File: src/rtl/pocket_array_draw.sv
// rtl/pocket_array_draw.sv - N-pocket position, draw request and hit/flash tracker
module pocket_array_draw #(
  parameter int NUM_POCKETS  = 6,
  parameter int TABLE_LEFT   = 24,
  parameter int TABLE_TOP    = 24,
  parameter int TABLE_W      = 592,
  parameter int TABLE_H      = 432,
  parameter int POCKET_SIZE  = 10,
  parameter int GROW         = 2,
  parameter int FLASH_FRAMES = 15
) (
  input  logic                           clk,
  input  logic                           resetN,
  input  logic                           startOfFrame,
  input  logic signed [10:0]             pixelX,
  input  logic signed [10:0]             pixelY,
  input  logic                           pocketHit,
  input  logic [$clog2(NUM_POCKETS)-1:0] pocketHitIdx,
  input  logic                           clearHits,
  output logic                           drawingRequest,
  output logic [$clog2(NUM_POCKETS)-1:0] pocketId,
  output logic signed [10:0]             offsetX,
  output logic signed [10:0]             offsetY,
  output logic [NUM_POCKETS-1:0]         flashMask,
  output logic [7:0]                     totalHits
);

  localparam int IW   = $clog2(NUM_POCKETS);
  localparam int C    = NUM_POCKETS / 2;
  localparam int STEP = (TABLE_W - POCKET_SIZE) / (C - 1);
  localparam int YBOT = TABLE_TOP + TABLE_H - POCKET_SIZE;

  localparam logic signed [10:0] GROW_S    = 11'(GROW);
  localparam logic signed [10:0] SIZE_M1_S = 11'(POCKET_SIZE - 1);
  localparam logic [7:0]         FLASH_LD  = 8'(FLASH_FRAMES);

  // Nominal top-left corner of pocket i; row 0 is the top row
  function automatic logic signed [10:0] pocket_x(input int i);
    pocket_x = 11'(TABLE_LEFT + (i % C) * STEP);
  endfunction

  function automatic logic signed [10:0] pocket_y(input int i);
    pocket_y = (i / C == 0) ? 11'(TABLE_TOP) : 11'(YBOT);
  endfunction

  logic [7:0]        cnt [NUM_POCKETS];
  logic              hit_ok;
  logic              draw_n;
  logic [IW-1:0]     id_n;
  logic signed [10:0] offx_n, offy_n;
  logic signed [10:0] g, lx, ly, rx, ry;

  assign hit_ok = pocketHit && (int'(pocketHitIdx) < NUM_POCKETS);

  // A pocket flashes while its frame counter is nonzero
  always_comb begin
    flashMask = '0;
    for (int i = 0; i < NUM_POCKETS; i++) begin
      flashMask[i] = (cnt[i] != 8'd0);
    end
  end

  // Find the lowest-index box (grown if flashing) containing the pixel
  always_comb begin
    draw_n = 1'b0;
    id_n   = '0;
    offx_n = '0;
    offy_n = '0;
    g  = '0;
    lx = '0;
    ly = '0;
    rx = '0;
    ry = '0;
    for (int i = 0; i < NUM_POCKETS; i++) begin
      g  = flashMask[i] ? GROW_S : 11'sd0;
      lx = pocket_x(i) - g;
      ly = pocket_y(i) - g;
      rx = pocket_x(i) + SIZE_M1_S + g;
      ry = pocket_y(i) + SIZE_M1_S + g;
      if (!draw_n && pixelX >= lx && pixelX <= rx && pixelY >= ly && pixelY <= ry) begin
        draw_n = 1'b1;
        id_n   = IW'(i);
        offx_n = pixelX - lx;
        offy_n = pixelY - ly;
      end
    end
  end

  // Register the draw result for one-clock latency
  always_ff @(posedge clk or negedge resetN) begin
    if (!resetN) begin
      drawingRequest <= 1'b0;
      pocketId       <= '0;
      offsetX        <= '0;
      offsetY        <= '0;
    end else begin
      drawingRequest <= draw_n;
      pocketId       <= id_n;
      offsetX        <= offx_n;
      offsetY        <= offy_n;
    end
  end

  // Flash counters: clear beats hit-load, hit-load beats frame decrement
  always_ff @(posedge clk or negedge resetN) begin
    if (!resetN) begin
      for (int i = 0; i < NUM_POCKETS; i++) cnt[i] <= 8'd0;
    end else if (clearHits) begin
      for (int i = 0; i < NUM_POCKETS; i++) cnt[i] <= 8'd0;
    end else begin
      for (int i = 0; i < NUM_POCKETS; i++) begin
        if (hit_ok && int'(pocketHitIdx) == i) begin
          cnt[i] <= FLASH_LD;
        end else if (startOfFrame && cnt[i] != 8'd0) begin
          cnt[i] <= cnt[i] - 8'd1;
        end
      end
    end
  end

  // Saturating count of accepted hits
  always_ff @(posedge clk or negedge resetN) begin
    if (!resetN) begin
      totalHits <= 8'd0;
    end else if (clearHits) begin
      totalHits <= 8'd0;
    end else if (hit_ok && totalHits != 8'hFF) begin
      totalHits <= totalHits + 8'd1;
    end
  end

endmodule

File: config.mk
export PLATFORM = sky130hd
export DESIGN_NAME = pocket_array_draw
export DESIGN_NICKNAME = d
export VERILOG_FILES = /design/src/rtl/pocket_array_draw.sv
export SDC_FILE = /design/constraint.sdc
export NUM_CORES = 1
export LEC_CHECK = 0
export ABC_AREA = 1
export CAP_MARGIN = 20
export CORE_ASPECT_RATIO = 1.2
export CORE_MARGIN = 1
export CORE_UTILIZATION = 50
export DETAILED_ROUTE_END_ITERATION = 8
export DONT_BUFFER_PORTS = 1
export HOLD_SLACK_MARGIN = 0.12
export PLACE_DENSITY = 0.75
export RECOVER_POWER = 25
export SLEW_MARGIN = 20
export SYNTH_ARGS = -nofsm -noshare
export SYNTH_HDL_FRONTEND = slang
export SYNTH_SLANG_ARGS = --single-unit
File: constraint.sdc
create_clock -name clk -period 3.1 [get_ports clk]
set_input_delay 0.62 -clock clk [delete_from_list [all_inputs] [get_ports clk]]
set_output_delay 0.62 -clock clk [all_outputs]
set_load 0.005 [all_outputs]
* After elaboration in Yosys (flattened, before gate mapping)
Cells that the tools add are included.
Word-level totals: register bits 82, input port bits 30, output and inout bits 40, logic and storage cells 183
Cells by class: add/subtract/negate cells 41, order comparisons 25, eq/ne operators 6, muxes and demuxes 44, reductions and logical operators 56
Operator list (number):
- $mux W11 | 12
- $mux W8 | 14
- $le A11 B11 Y1 | 7
- $ge A11 B10 Y1 | 5
- $ge A11 B6 Y1 | 5
- $le A11 B8 Y1 | 5
- $sub A11 B10 Y11 | 5
- $sub A11 B6 Y11 | 5
- $add A9 B2 Y10 const A | 5
- $sub A9 B2 Y10 const A | 5
- $mux W48 | 1
- $reduce_bool A8 Y1 | 6
- $sub A8 B1 Y8 const B | 6
- $logic_and A1 B1 Y1 | 37
- $add A6 B2 Y7 const A | 4
- $sub A5 B2 Y6 const A | 4
- $add A10 B2 Y11 const A | 2
- $ge A11 B11 Y1 | 2
- $sub A10 B2 Y11 const A | 2
- $sub A11 B11 Y11 | 2
- $reduce_bool A3 Y1 | 6
- $eq A3 B3 Y1 const B | 4
- $mux W2 | 6
- $mux W3 | 4
- other kinds (8) | 18

* Longest topological paths before layout
depth after elaboration 38, depth in mapped cells 24, depth with buffers taken out 23

* Worst setup path before layout
OpenSTA, ideal clock, no wires.
path kind register to register, from reg cnt[32] (netlist bit), to reg offsetX[2], setup time 0.077 ns, arrival 2.989 ns, data required time 3.023 ns, setup slack 0.033 ns, stages on the path, launching flop included 24, buffers on the path 1, clock period less this slack 3.067 ns, cell sequence dfrtp_1 > inv_1 > ha_1 > inv_1 > nor2_1 > nand3_1 > nor3_1 > inv_1 > ha_1 > inv_1 > fa_1 > nand3_1 > nand4_1 > nand2_1 > nand2_1 > nand2_1 > nor2_1 > buf_4 > nand2_1 > nand3_1 > nand2_1 > nand2_1 > nand2_1 > a21oi_1
On the way: cells in the longest elaborated chain, start to end 33, elaborated cells between the ends (all ways) 44, classes of those cells 5 x add/sub; 4 x order compare; 10 x mux; 25 x reduce/logical
RTL lines:
- start, declared | RTL line 46 | logic [7:0] cnt [NUM_POCKETS];
- start signal, assigned by index | RTL line 115 | cnt[i] <= cnt[i] - 8'd1;
- $reduce_bool A8 Y1 * | RTL line 59 | flashMask[i] = (cnt[i] != 8'd0);
- net flashMask[1] | RTL line 24 | output logic [NUM_POCKETS-1:0] flashMask,
- $mux W2 * | RTL line 75 | g = flashMask[i] ? GROW_S : 11'sd0;
- $sub A9 B2 Y10 | RTL line 76 | lx = pocket_x(i) - g;
- $ge A11 B10 Y1 | RTL line 80 | if (!draw_n && pixelX >= lx && pixelX <= rx && pixelY >= ly && pixelY <= ry) begin
- $logic_and A1 B1 Y1 (4 in series) | RTL line 80
- $mux W1 | RTL line 80
- $logic_not A1 Y1 | RTL line 80
- [... 10 more ...]
- $mux W1 | RTL line 80
- $logic_not A1 Y1 | RTL line 80
- $logic_and A1 B1 Y1 (4 in series) | RTL line 80
- $mux W1 | RTL line 80
- $logic_not A1 Y1 | RTL line 80
- $logic_and A1 B1 Y1 (4 in series) | RTL line 80
- $mux W11 * | RTL line 80
- net offx_n[2] | RTL line 50 | logic signed [10:0] offx_n, offy_n;
- end signal, assigned | RTL line 99 | offsetX <= offx_n;
- end, declared | RTL line 22 | output logic signed [10:0] offsetX,
Mark *: on every way through the listed nets, which the timed path passes. The rest lies on a longest branch. A chain may end at the register's enable or synchronous reset.

* Final worst setup path
from reg cnt[1] (netlist bit), to reg offsetY[3]
On the way: cells in the longest elaborated chain, start to end 9, elaborated cells between the ends (all ways) 16, classes of those cells 5 x add/sub; 4 x order compare; 2 x mux; 5 x reduce/logical
RTL lines:
- $reduce_bool A8 Y1 * | RTL line 59
- $mux W2 * | RTL line 75
- $sub A10 B2 Y11 | RTL line 76
- $ge A11 B11 Y1 | RTL line 80
- $logic_and A1 B1 Y1 (4 in series) | RTL line 80
- $mux W11 * | RTL line 80
- net offy_n[3] | RTL line 50
- end signal, assigned | RTL line 100 | offsetY <= offy_n;
- end, declared | RTL line 23 | output logic signed [10:0] offsetY,
Marked as above.

==> reports/summary.json <==
{
  "io_pins": 70,
  "max_slew.worst_pin.slew_ns": 1.98,
  "detail_route.first_pass.iterations": 8,
  "chipHeight_um": 134,
  "die_width_um": 112,
  "worst_slew_margin_rel": -0.319,
  "grt_first_pass_wirelength_um": 33500,
  "synth-edff-count": 0,
  "yosys.area.top_type_share": 0.282,
  "drv_cap": 1,
  "yosysSeqAreaShare": 0.282,
  "reg2reg_slack_ns": 0.11,
  "clk_latency_ns": 0.34,
  "clk_transition_reported_paths_ns": 0.06,
  "yosys_warnings": 0,
  "fin_nets": 1221,
  "placementRows": 47,
  "power-per-cell-area_nw_per_um2": 703,
  "grt_start_max_net_pins": 83,
  "drt-total-wl_um": 21300,
  "detailedPlacementHpwl_um": 15600,
  "cp_data_arrival_time_ns": 3.22,
  "path_class": "register to register",
  "cts.htree.levels": 3,
  "grt_overflow_total": 0,
  "number_of_vias_per_cell": 5.73,
  "netlist_top_cells_area": "sky130_fd_sc_hd__dfrtp_1 28%, sky130_fd_sc_hd__nand2_1 12%, sky130_fd_sc_hd__ha_1 10%",
  "total_leakage_power_uw": 0.00419,
  "synth_nets": 1167,
  "tritoncts.num_buffers": 9,
  "vdd_ir_drop_max_mv": 0.287,
  "postSynthAreaPerCell_um2": 6.80,
  "post_synth_instance_area_um2": 7280,
  "status": "complete, but fails checks",
  "clk_path_buf_depth": 2,
  "synthesis.instances": 1072,
  "synth_area_leader_cell": "sky130_fd_sc_hd__dfrtp_1",
  "utilization": 0.609,
  "nFillCells": 1282,
  "gp_routability_congestion": 0.985,
  "via_count": 7459,
  "core_um2": 14000,
  "failed_checks": "design-rule violations, max-capacitance violations, max-slew violations",
  "timing.critical_path.from_type": "register",
  "slew_violations": 83,
  "drt_iter0_markers": 771,
  "ys.flop_type": "sky130_fd_sc_hd__dfrtp_1",
  "post_route_cells_drive_above_1_share": 0.171,
  "initial_antenna_violation_count": 0,
  "worst-path-max-fanout": 6,
  "timing.critical_path.to_type": "register",
  "finalCriticalPeriod_ns": 2.99,
  "max_clock_freq_ghz": 0.334,
  "fp.dieArea_um2": 15100,
  "total_power_uw": 6000,
  "flow.area_growth_from_synthesis_pct": 17.1,
  "ant_nets": 0,
  "cts.sinks": 82,
  "synth-async-reset-ratio": 1.00,
  "wire_per_inst_um": 16.4,
  "post_synth_num_cell_types": 45,
  "cp.required_ns": 3.33,
  "tritoncts": "built",
  "clock_skew_ns": 0.00534,
  "postSynthRegisterBits": 82,
  "final_min_period_over_clock_period": 0.964,
  "timing_hold_violations_final": 0,
  "antenna-diode-count": 0,
  "initial_utilization": 0.520,
  "first_global_vias": 6967,
  "detail_route.drc_violations": 5,
  "grt_util_all_layers": 0.278,
  "port_buffers": 0,
  "finalSetupViolCount": 0,
  "min_path_type": "primary input to register",
  "cts-root-buf": "sky130_fd_sc_hd__clkbuf_16"
}
## Yosys cell counts (2+ instances only)
cell / count
sky130_fd_sc_hd__o21ai_2: 4
sky130_fd_sc_hd__buf_6: 3
sky130_fd_sc_hd__nand3_1: 88
sky130_fd_sc_hd__xnor2_1: 4
sky130_fd_sc_hd__nand3b_1: 3
sky130_fd_sc_hd__fa_1: 7
sky130_fd_sc_hd__nor3_2: 5
sky130_fd_sc_hd__inv_1: 144
sky130_fd_sc_hd__buf_4: 10
sky130_fd_sc_hd__nand4_1: 16
sky130_fd_sc_hd__clkinv_1: 2
sky130_fd_sc_hd__nor3_1: 28
sky130_fd_sc_hd__or2_2: 5
sky130_fd_sc_hd__nand2_2: 3
sky130_fd_sc_hd__a311oi_1: 5
sky130_fd_sc_hd__buf_2: 6
sky130_fd_sc_hd__a31oi_1: 4
sky130_fd_sc_hd__a22oi_1: 2
sky130_fd_sc_hd__nor2_4: 2
sky130_fd_sc_hd__o22ai_1: 6
sky130_fd_sc_hd__o211ai_1: 8
sky130_fd_sc_hd__nand2_1: 225
sky130_fd_sc_hd__ha_1: 58
sky130_fd_sc_hd__a21oi_1: 65
sky130_fd_sc_hd__xor2_1: 31
sky130_fd_sc_hd__dfrtp_1: 82
sky130_fd_sc_hd__nor4_1: 4
sky130_fd_sc_hd__inv_2: 15
sky130_fd_sc_hd__a221oi_1: 4
sky130_fd_sc_hd__nor2_2: 4
sky130_fd_sc_hd__clkbuf_1: 3
sky130_fd_sc_hd__nor2_1: 136
sky130_fd_sc_hd__o311ai_0: 2
sky130_fd_sc_hd__o21ai_0: 75
sky130_fd_sc_hd__o21ai_1: 3
## worst max-delay path: stages, from the launching register on
cell	delay, ns
sky130_fd_sc_hd__dfrtp_1	0.41
sky130_fd_sc_hd__inv_2	0.06
sky130_fd_sc_hd__ha_2	0.16
sky130_fd_sc_hd__inv_1	0.05
sky130_fd_sc_hd__nor2_2	0.14
sky130_fd_sc_hd__nand2_2	0.08
sky130_fd_sc_hd__nor3_2	0.22
sky130_fd_sc_hd__buf_6	0.16
sky130_fd_sc_hd__buf_4	0.11
sky130_fd_sc_hd__ha_1	0.16
sky130_fd_sc_hd__inv_1	0.06
sky130_fd_sc_hd__ha_2	0.19
sky130_fd_sc_hd__nand2_1	0.08
sky130_fd_sc_hd__and3_1	0.20
sky130_fd_sc_hd__nor3_2	0.06
sky130_fd_sc_hd__nand2_2	0.20
sky130_fd_sc_hd__buf_6	0.16
sky130_fd_sc_hd__nand2_2	0.08
sky130_fd_sc_hd__nand2_2	0.10
sky130_fd_sc_hd__nand3_1	0.08
sky130_fd_sc_hd__nand2_1	0.06
sky130_fd_sc_hd__inv_1	0.05
## metal layers
metal,part of all wire,global-route usage,vias up
met5,0,0,-
met4,0.047,0.144,0
met3,0.072,0.0452,73
met2,0.48,0.472,320
met1,0.40,0.341,3429
li1,-,-,3637
## report_power, final
part	switching, uW	internal, uW	leakage [uW]	total [uW]
clock	433	708	0.000153	1140
sequential	196	1320	0.00109	1520
combinational	1970	1360	0.00295	3340
total	2600	3400	0.00419	6000
## logic make-up after synthesis
kind of cell	synth area share
buffers and inverters	0.104
AND/OR/NAND/NOR	0.314
AO/OA/AOI/OAI	0.140
adder cells (fa/ha/maj)	0.119
flip-flops	0.282
XOR/XNOR	0.0421
## placed cells by master, fill, tap and decap left out, types with 3 or more instances in the layout
| master | netlist | final |
|---|---|---|
| sky130_fd_sc_hd__buf_4 | 10 | 53 |
| sky130_fd_sc_hd__nor2_2 | 4 | 9 |
| sky130_fd_sc_hd__o21ai_1 | 3 | 11 |
| sky130_fd_sc_hd__nor2_4 | 2 | 5 |
| sky130_fd_sc_hd__nand3_1 | 88 | 77 |
| sky130_fd_sc_hd__a21oi_1 | 65 | 62 |
| sky130_fd_sc_hd__nand3_2 | 0 | 9 |
| sky130_fd_sc_hd__o21ai_2 | 4 | 7 |
| sky130_fd_sc_hd__a221oi_1 | 4 | 4 |
| sky130_fd_sc_hd__nor2_1 | 136 | 128 |
| sky130_fd_sc_hd__o211ai_1 | 8 | 8 |
| sky130_fd_sc_hd__xnor2_1 | 4 | 4 |
| sky130_fd_sc_hd__inv_2 | 15 | 30 |
| sky130_fd_sc_hd__a21oi_2 | 0 | 3 |
| sky130_fd_sc_hd__xor2_1 | 31 | 31 |
| sky130_fd_sc_hd__or2_2 | 5 | 5 |
| sky130_fd_sc_hd__inv_1 | 144 | 127 |
| sky130_fd_sc_hd__nor3_1 | 28 | 23 |
| sky130_fd_sc_hd__ha_2 | 0 | 6 |
| sky130_fd_sc_hd__a31oi_1 | 4 | 4 |
| sky130_fd_sc_hd__ha_1 | 58 | 46 |
| sky130_fd_sc_hd__clkbuf_16 | 0 | 9 |
| sky130_fd_sc_hd__nand3b_1 | 3 | 3 |
| sky130_fd_sc_hd__nand2_1 | 225 | 215 |
| sky130_fd_sc_hd__nor4_1 | 4 | 4 |
| sky130_fd_sc_hd__dfrtp_1 | 82 | 82 |
| sky130_fd_sc_hd__nand2_2 | 3 | 12 |
| sky130_fd_sc_hd__fa_2 | 0 | 4 |
| sky130_fd_sc_hd__nand4_1 | 16 | 16 |
| sky130_fd_sc_hd__o22ai_1 | 6 | 6 |
| sky130_fd_sc_hd__nor3_2 | 5 | 6 |
| sky130_fd_sc_hd__nor3_4 | 1 | 5 |
| sky130_fd_sc_hd__buf_6 | 3 | 10 |
| sky130_fd_sc_hd__a311oi_1 | 5 | 5 |
| sky130_fd_sc_hd__o21ai_0 | 75 | 64 |
| sky130_fd_sc_hd__fa_1 | 7 | 3 |
| sky130_fd_sc_hd__ha_4 | 0 | 6 |
## registers in the layout (all words and copies together) (netlist names)
register,flops
offsetY,11
pocketId,3
offsetX,11
drawingRequest,1
cnt,48
totalHits,8
## final timing paths
path	depth (start not counted)	from	endpoint
setup / recovery	21	cnt[1]$_DFFE_PN0P_	offsetY[3]$_DFF_PN0_
setup reg to reg	21	cnt[1]$_DFFE_PN0P_	offsetY[3]$_DFF_PN0_
hold / removal	1	clearHits	cnt[3]$_DFFE_PN0P_
hold reg to reg	1	cnt[5]$_DFFE_PN0P_	cnt[5]$_DFFE_PN0P_
max in group asynchronous	1	resetN	cnt[23]$_DFFE_PN0P_
min in group asynchronous	1	resetN	cnt[5]$_DFFE_PN0P_
## layout make-up
type / instances / area [um2] / area share
inverter: 161 / 612 / 0.0718
sequential: 82 / 2050 / 0.241
multi-input combinational: 807 / 4790 / 0.562
clock inverter: 6 / 90.1 / 0.0106
timing repair buffer: 65 / 536 / 0.0628
clock buffer: 10 / 229 / 0.0269
tap: 171 / 214 / 0.0251
## per-stage QoR
stage / setup TNS (ns) / hold WS (ns) / std cells / worst slack (ns) / cell area, um2
after CTS: 0 / 0.191 / 1285 / 0.00949 / 8080
after global routing: -0.681 / 0.339 / 1302 / -0.0676 / 8530
after detailed placement: -0.272 / 0.327 / 1268 / -0.0476 / 7710
after global placement: -0.460 / 0.327 / 1268 / -0.0868 / 7710
after floorplan: 0 / 0.324 / 1072 / 0.0334 / 7280
final: 0 / 0.343 / 1302 / 0.110 / 8530
## timing repair
item / CTS / global route
pin swaps: 0 / 22
hold buffers: 1 / 0
cloned: 0 / 2
endpoints found under the setup margin: 12 / 25
gates resized for setup: 6 / 106
endpoints found under the hold margin: 82 / 0
setup buffers: 0 / 15
Note: power is estimated with default switching activity, not from simulation.
